==> src/rtl/imem_arb_pkg.sv <==
// ---------------------------------------------------------------------------
// imem_arb_pkg : shared types and constants for the imem port arbiter
// Rev 1.0
// ---------------------------------------------------------------------------
`default_nettype none

package imem_arb_pkg;

  typedef enum logic {
    PORT_IF = 1'b0,
    PORT_LS = 1'b1
  } port_id_e;

  typedef enum logic [1:0] {
    IDLE   = 2'd0,
    LAUNCH = 2'd1,
    HOLD   = 2'd2
  } arb_state_e;

  localparam logic [31:0] NOP_INSN = 32'h0000_0013;

endpackage

`default_nettype wire

==> src/rtl/imem_arb_pick.sv <==
// ---------------------------------------------------------------------------
// imem_arb_pick : 2-way one-hot picker; round-robin on ties with IMEM_ARB_RR_EN
// Rev 1.0
// ---------------------------------------------------------------------------
`default_nettype none

module imem_arb_pick
  import imem_arb_pkg::*;
(
  input  logic [1:0] req,
  input  port_id_e   rr_last,
  output logic [1:0] gnt
);

`ifdef IMEM_ARB_RR_EN
  // On a tie the port that did not win last time goes first.
  always_comb begin
    gnt = req;
    if (req == 2'b11) begin
      gnt = (rr_last == PORT_IF) ? 2'b10 : 2'b01;
    end
  end
`else
  logic unused_rr_last;
  assign unused_rr_last = rr_last;

  assign gnt = {req[1] & ~req[0], req[0]};
`endif

endmodule

`default_nettype wire

==> src/rtl/imem_port_arbiter.sv <==
// ---------------------------------------------------------------------------
// imem_port_arbiter : shares one synchronous imem between fetch and load ports
// Optional round-robin tie-break: define IMEM_ARB_RR_EN.   Rev 1.0
// ---------------------------------------------------------------------------
`default_nettype none

module imem_port_arbiter
  import imem_arb_pkg::*;
#(
  parameter int AW     = 32,
  parameter int MEM_AW = 15
) (
  input  logic          clk,
  input  logic          rst,
  input  logic          if_req,
  input  logic [AW-1:0] if_addr,
  output logic          if_gnt,
  output logic          if_rvalid,
  input  logic          if_rready,
  output logic [31:0]   if_rdata,
  input  logic          ls_req,
  input  logic [AW-1:0] ls_addr,
  output logic          ls_gnt,
  output logic          ls_rvalid,
  input  logic          ls_rready,
  output logic [31:0]   ls_rdata,
  output logic [AW-1:0] mem_addr,
  output logic          mem_stall,
  input  logic [31:0]   mem_rdata
);

  // Only the word address bits the memory decodes are forwarded.
  localparam logic [AW-1:0] ADDR_MASK =
    AW'(((64'd1 << (MEM_AW + 2)) - 64'd1) & ~64'd3);

  arb_state_e    state_q, state_d;
  port_id_e      owner_q, owner_d;
  port_id_e      rr_last;
  logic [31:0]   if_last_q, if_last_d;
  logic [31:0]   ls_last_q, ls_last_d;
  logic [AW-1:0] mem_addr_q, mem_addr_d;

  logic          owner_rready;
  logic          grant_ok;
  logic [1:0]    req;
  logic [1:0]    pick_gnt;
  logic [1:0]    gnt;
  logic          gnt_any;
  logic [AW-1:0] sel_addr;

  always_comb begin
    owner_rready = (owner_q == PORT_IF) ? if_rready : ls_rready;
    // A pending response must be taken by its owner before the memory relaunches.
    grant_ok     = (state_q == IDLE) || owner_rready;
    req          = {ls_req, if_req} & {2{grant_ok}};
  end

  imem_arb_pick u_pick (
    .req     (req),
    .rr_last (rr_last),
    .gnt     (pick_gnt)
  );

  assign gnt      = rst ? 2'b00 : pick_gnt;
  assign gnt_any  = |gnt;
  assign sel_addr = (gnt[1] ? ls_addr : if_addr) & ADDR_MASK;

`ifdef IMEM_ARB_RR_EN
  port_id_e rr_last_q, rr_last_d;

  always_comb begin
    rr_last_d = rr_last_q;
    if (gnt_any) begin
      rr_last_d = gnt[1] ? PORT_LS : PORT_IF;
    end
  end

  always_ff @(posedge clk or posedge rst) begin
    if (rst) begin
      rr_last_q <= PORT_LS;
    end else begin
      rr_last_q <= rr_last_d;
    end
  end

  assign rr_last = rr_last_q;
`else
  assign rr_last = PORT_LS;
`endif

  always_comb begin
    state_d    = state_q;
    owner_d    = owner_q;
    mem_addr_d = mem_addr_q;
    if_last_d  = if_last_q;
    ls_last_d  = ls_last_q;

    // The last-word registers double as the backpressure hold registers.
    if (state_q == LAUNCH) begin
      if (owner_q == PORT_IF) begin
        if_last_d = mem_rdata;
      end else begin
        ls_last_d = mem_rdata;
      end
    end

    case (state_q)
      IDLE: begin
        if (gnt_any) begin
          state_d = LAUNCH;
        end
      end
      LAUNCH, HOLD: begin
        if (!owner_rready) begin
          state_d = HOLD;
        end else begin
          state_d = gnt_any ? LAUNCH : IDLE;
        end
      end
      default: state_d = IDLE;
    endcase

    if (gnt_any) begin
      owner_d    = gnt[1] ? PORT_LS : PORT_IF;
      mem_addr_d = sel_addr;
    end
  end

  always_ff @(posedge clk or posedge rst) begin
    if (rst) begin
      state_q    <= IDLE;
      owner_q    <= PORT_IF;
      mem_addr_q <= '0;
      if_last_q  <= NOP_INSN;
      ls_last_q  <= NOP_INSN;
    end else begin
      state_q    <= state_d;
      owner_q    <= owner_d;
      mem_addr_q <= mem_addr_d;
      if_last_q  <= if_last_d;
      ls_last_q  <= ls_last_d;
    end
  end

  always_comb begin
    if_gnt    = gnt[0];
    ls_gnt    = gnt[1];
    mem_stall = ~gnt_any & ~rst;
    mem_addr  = gnt_any ? sel_addr : mem_addr_q;
    if_rvalid = (state_q != IDLE) && (owner_q == PORT_IF);
    ls_rvalid = (state_q != IDLE) && (owner_q == PORT_LS);
    if_rdata  = ((state_q == LAUNCH) && (owner_q == PORT_IF)) ? mem_rdata : if_last_q;
    ls_rdata  = ((state_q == LAUNCH) && (owner_q == PORT_LS)) ? mem_rdata : ls_last_q;
  end

endmodule

`default_nettype wire

==> config.mk <==
export PLATFORM = sky130hd
export DESIGN_NAME = imem_port_arbiter
export DESIGN_NICKNAME = d
export VERILOG_FILES = /design/src/rtl/imem_arb_pkg.sv /design/src/rtl/imem_arb_pick.sv /design/src/rtl/imem_port_arbiter.sv
export SDC_FILE = /design/constraint.sdc
export NUM_CORES = 1
export LEC_CHECK = 0
export ABC_AREA = 0
export BUFFER_PORTS_ARGS = -buffer_cell sky130_fd_sc_hd__buf_4
export CELL_PAD_IN_SITES_DETAIL_PLACEMENT = 0
export CELL_PAD_IN_SITES_GLOBAL_PLACEMENT = 2
export CORE_MARGIN = 5
export CORE_UTILIZATION = 28
export CTS_CLUSTER_SIZE = 10
export DETAILED_ROUTE_END_ITERATION = 6
export GPL_TIMING_DRIVEN = 0
export PLACE_DENSITY_LB_ADDON = 0.1
export SLEW_MARGIN = 30
export SYNTH_ARGS = -nofsm -noshare
export SYNTH_HDL_FRONTEND = slang
export SYNTH_SLANG_ARGS = --single-unit
==> constraint.sdc <==
create_clock -name clk -period 4.85 [get_ports clk]
set_clock_uncertainty 0.05 [all_clocks]
set_input_delay 0.7275 -clock clk [delete_from_list [all_inputs] [get_ports clk]]
set_output_delay 0.7275 -clock clk [all_outputs]
set_load 0.1 [all_outputs]
* After elaboration in Yosys (flattened, before gate mapping)
Index checks and enable logic that the tools add are counted.
** Word-level totals
- Bits in registers :: 99
- Bits of input ports :: 102
- Output and inout port bits :: 101
- Logic and storage cells :: 37
** Cells by class
- Eq/ne operators :: 3
- Muxes and demuxes :: 11
- Bitwise gates (word level) :: 7
- Reductions and logical operators :: 11
** Operators with widths (number)
- 32-bit 2-to-1 mux :: 3
- 17-bit 2-to-1 mux :: 1
- 2-bit 2-to-1 mux :: 3
- 1-bit logical AND :: 4
- 1-bit NOT :: 4
- 2-bit one-hot mux with 2 select lines :: 1
- 2-bit AND reduction :: 2
- 2-bit OR reduction :: 2
- 1-bit 2-to-1 mux :: 3
- 1-bit bitwise AND :: 2
- 2-bit bitwise AND :: 1
- 2-bit by 1-bit == test with 1-bit output, second input constant :: 1
- 2-bit == test, second input constant :: 1
- 2-bit zero test :: 1
- 2-bit != test, second input constant :: 1
- 2-bit nonzero test :: 1
- 1-bit logical OR :: 1

* Depth between registers and ports, before layout
- Depth in word-level cells :: 10
- Depth in mapped cells :: 6
- Gate-level depth less buffers :: 5

* Modules after synthesis
Synthesis repeated with hierarchy kept, for this count alone.
** Unflattened totals
- Cells, all modules :: 270
- Area, all modules :: 3921.3 µm²
** By module, submodules not included
- imem_port_arbiter :: instances 1, cells an instance 268, area an instance 3900.0 µm², seq. area each 2484.9 µm²
- imem_arb_pick :: instances 1, cells an instance 2, area an instance 21.3 µm², seq. area each 0.0 µm²

* Worst setup path after synthesis
Ideal clock, no wire load.
- Path type :: input to register
- Start point :: input rst
- End point :: register owner_q
- Arrival :: 3.579 ns
- Required time :: 4.707 ns
- Slack :: 1.129 ns
- Cell stages on the path :: 5
- Path buffers :: 2
- Cell sequence :: clkbuf_8 > clkbuf_1 > inv_1 > o211ai_1 > a22oi_1
** On the way
- Longest elaborated chain between the ends :: 2
** RTL lines
- start, declared :: line imem_port_arbiter.sv:14 : input logic rst,
- 2-bit 2-to-1 mux * :: line imem_port_arbiter.sv:64 : assign gnt = rst ? 2'b00 : pick_gnt;
- 1-bit 2-to-1 mux or 2-bit OR reduction (tied branches) :: line imem_port_arbiter.sv:124, imem_port_arbiter.sv:65
- end signal, assigned :: line imem_port_arbiter.sv:138 : owner_q <= owner_d;
- end, declared :: line imem_port_arbiter.sv:37 : port_id_e owner_q, owner_d;
Mark *: on every way between the ends. The rest lies on a longest branch, timed or not.
A chain may end at the register's enable or synchronous reset.

* Worst setup path after layout
- Start point :: register state_q[0]
- End point :: output mem_addr[11]
** On the way
- Longest elaborated chain between the ends :: 8
** RTL lines
- start, declared :: line imem_port_arbiter.sv:36 : arb_state_e state_q, state_d;
- start signal, assigned :: line imem_port_arbiter.sv:137 : state_q <= state_d;
- 2-bit zero test * :: line imem_port_arbiter.sv:54 : grant_ok = (state_q == IDLE) || owner_rready;
- 1-bit logical OR * :: line imem_port_arbiter.sv:54
- 2-bit bitwise AND * :: line imem_port_arbiter.sv:55 : req = {ls_req, if_req} & {2{grant_ok}};
- 1-bit NOT :: line imem_arb_pick.sv:27 : assign gnt = {req[1] & ~req[0], req[0]};
- 1-bit bitwise AND :: line imem_arb_pick.sv:27
- 2-bit 2-to-1 mux * :: line imem_port_arbiter.sv:64
- 17-bit 2-to-1 mux or 2-bit OR reduction (tied branches) :: line imem_port_arbiter.sv:66, imem_port_arbiter.sv:65
- 32-bit 2-to-1 mux *
- end, declared :: line imem_port_arbiter.sv:27 : output logic [AW-1:0] mem_addr,
Marked as above.

==> impl_metrics.env <==
export IMPL_maxCapViolCount=0
export IMPL_fin_crit_ps=3043
export IMPL_rr_endpoint="mem_addr_q[11]"
export IMPL_grt_pass1_wl_um=16690
export IMPL_grt_max_degree=56
export IMPL_avgSynthCellArea_sq_um=14.21
export IMPL_final_area_sq_um=5849
export IMPL_cts_resized=0
export IMPL_arrival_ps=2270
export IMPL_status="complete, no violations"
export IMPL_synth_largest_area_cell="dfrtp_1"
export IMPL_endpoint_kind="primary output"
export IMPL_max_freq_mhz=328.7
export IMPL_nets=568
export IMPL_synth_most_common_cell="dfrtp_1"
export IMPL_ys_ff_latch=99
export IMPL_fp_dieArea_sq_um=16970
export IMPL_final_max_slew_violation_count=0
export IMPL_period_share_pct=62.73
export IMPL_via_per_inst=4.340
export IMPL_die_x_um=130.3
export IMPL_setup_viol=0
export IMPL_htreeDepth=3
export IMPL_grt_usage_pct=12.86
export IMPL_synth_edf_count=0
export IMPL_firstDrtPassIters=4
export IMPL_critical_path_startpoint="state_q[0]"
export IMPL_grt_ovfl_total=0
export IMPL_finalSetupTns_ps=0
export IMPL_syn_to_final_growth_pct=44.47
export IMPL_netlist_area_sq_um=4049
export IMPL_rrSetupSlack_ps=3120
export IMPL_totalWireLength_um=10750
export IMPL_post_cts_buffers=0
export IMPL_r2r_cells=6
export IMPL_hold_class="register to register"
export IMPL_syn_nets=390
export IMPL_worstPathMaxFanout=10
export IMPL_synth_cells=285
export IMPL_ys_types=31
export IMPL_crit_end="mem_addr[11]"
export IMPL_cts_root_buf="clkbuf_16"
export IMPL_die_h_um=130.3
export IMPL_worst_pin_slew_ps=606.5
export IMPL_yosys_warnings=0
export IMPL_relSlewSlack_pct=59.56
export IMPL_antenna_found_initial=0
export IMPL_ys_seq_area_share_pct=61.37
export IMPL_async_reset_ff_share_pct=100.0
export IMPL_dr_first_iter_drc_count=76
export IMPL_yosys_most_used_dff="dfrtp_1"
export IMPL_clock_sinks=99
export IMPL_place_hpwl_um=7993
export IMPL_antenna_cells=0
export IMPL_synthTopCellsByArea="dfrtp_1 57%, mux2_2 18%, dfstp_2 3.9%"
export IMPL_start_kind="register"
export IMPL_place_area_sq_um=5558
export IMPL_synth_top_area_share_pct=57.48
export IMPL_rsz0062_at_grt="no"
export IMPL_fp_row_count=44
export IMPL_drc_errors=0
export IMPL_synth_common_cells="93 x dfrtp_1, 65 x mux2_2, 17 x a21oi_1"
export IMPL_cts_made_buffers=9
export IMPL_core_region_area_sq_um=14370
export IMPL_routed_via_count=2830
export IMPL_timing_rr_start="state_q[0]"
export IMPL_ant_nets=0
export IMPL_postCtsHoldBufs=0
export IMPL_ios=203
export IMPL_clock_latency_ps=340
export IMPL_required_ps=4070
export IMPL_path_clk_slew_ps=80
export IMPL_initial_core_util_pct=28.18
export IMPL_numPortBuffers=166
export IMPL_crit_type="register to primary output"
export IMPL_clockBufferDepth=2
export IMPL_wl_per_cell_um=16.49
export IMPL_hold_viol=0
export IMPL_drive_above_1_share_pct=61.11
export IMPL_cts_tree="yes"
export IMPL_first_global_vias=3078
export IMPL_gp_congestion=0.7095
## cell type report
type	count	area (sq um)
fillers	1397	8519
plain buffers	16	105.1
flip-flops and latches	99	2485
multi-input cells	165	1440
inverters	5	23.77
repair buffers	167	1274
clock inverters	6	62.56
well taps	184	230.2
clock buffers	10	229.0
## through the flow
step           utilization, %  hold slack (ps)  setup slack [ps]  instances
2_1_floorplan               -            482.5              1128        285
4_1_cts                 40.71            435.5              1757        652
5_1_grt                 40.71            448.9              1662        652
3_5_place_dp            38.68            416.5              2006        636
6_report                40.71            432.5              1807        652
3_3_place_gp            38.45            417.7            -220.7        635
## worst max-delay path, cell delays in order (launching register included)
cell     delay (ps)
dfrtp_1         410
inv_1            80
ha_1            310
inv_1           170
a21oi_4         280
buf_6           190
o22a_1          170
buf_4           300
## metal layers
metal | global-route usage (%) | wire length [um] | vias up
li1 | - | - | 1358
met1 | 15.61 | 4468 | 1362
met2 | 19.73 | 5000 | 100
met3 | 6.386 | 1128 | 10
met4 | 4.768 | 157 | 0
met5 | 0 | 0 | -
## cells by family (layout without fill, tap and decap cells)
group | after synthesis | in the layout | synth area share (%)
AOI/OAI and AO/OA | 53 | 53 | 9.024
adders and majority gates | 3 | 3 | 0.9272
buffers and inverters | 21 | 204 | 3.059
DFF | 99 | 99 | 61.37
muxes | 67 | 67 | 18.66
and+or+nand+nor | 42 | 42 | 6.953
## how the worst min path moves through the flow
stage | from | endpoint | slack (ps) | depth (start not counted)
3_5_place_dp | mem_addr_q[30] | mem_addr_q[30] | 420 | 1
2_1_floorplan | state_q[1] | state_q[1] | 480 | 2
6_report | mem_addr_q[30] | mem_addr_q[30] | 430 | 1
4_1_cts | mem_addr_q[30] | mem_addr_q[30] | 440 | 1
5_1_grt | mem_addr_q[29] | mem_addr_q[29] | 450 | 1
3_3_place_gp | mem_addr_q[26] | mem_addr_q[26] | 420 | 1
## cells in the final DEF (no fill, tap or decap), types with 2 or more instances in the layout
| master | Yosys | final |
|---|---|---|
| ha_1 | 3 | 3 |
| and2_4 | 10 | 10 |
| nor2_1 | 3 | 3 |
| clkbuf_1 | 5 | 6 |
| buf_6 | 2 | 2 |
| o22a_1 | 9 | 9 |
| o21ai_0 | 15 | 15 |
| buf_2 | 3 | 3 |
| a21oi_1 | 17 | 17 |
| inv_1 | 5 | 4 |
| o22a_2 | 6 | 6 |
| dfrtp_1 | 93 | 93 |
| mux2_2 | 65 | 65 |
| and2_1 | 8 | 8 |
| nor2b_1 | 15 | 15 |
| nand2_1 | 3 | 3 |
| clkbuf_16 | 0 | 9 |
| dfstp_2 | 6 | 6 |
| inv_6 | 0 | 5 |
| buf_4 | 4 | 170 |
## state kept, by name, summed over array words and instances (netlist names)
signal	flops
owner_q	1
ls_last_q	32
if_last_q	32
state_q	2
mem_addr_q	32
Power is not shown: default switching activity piles up to over one toggle a cycle in this logic, so the estimate is an artifact.
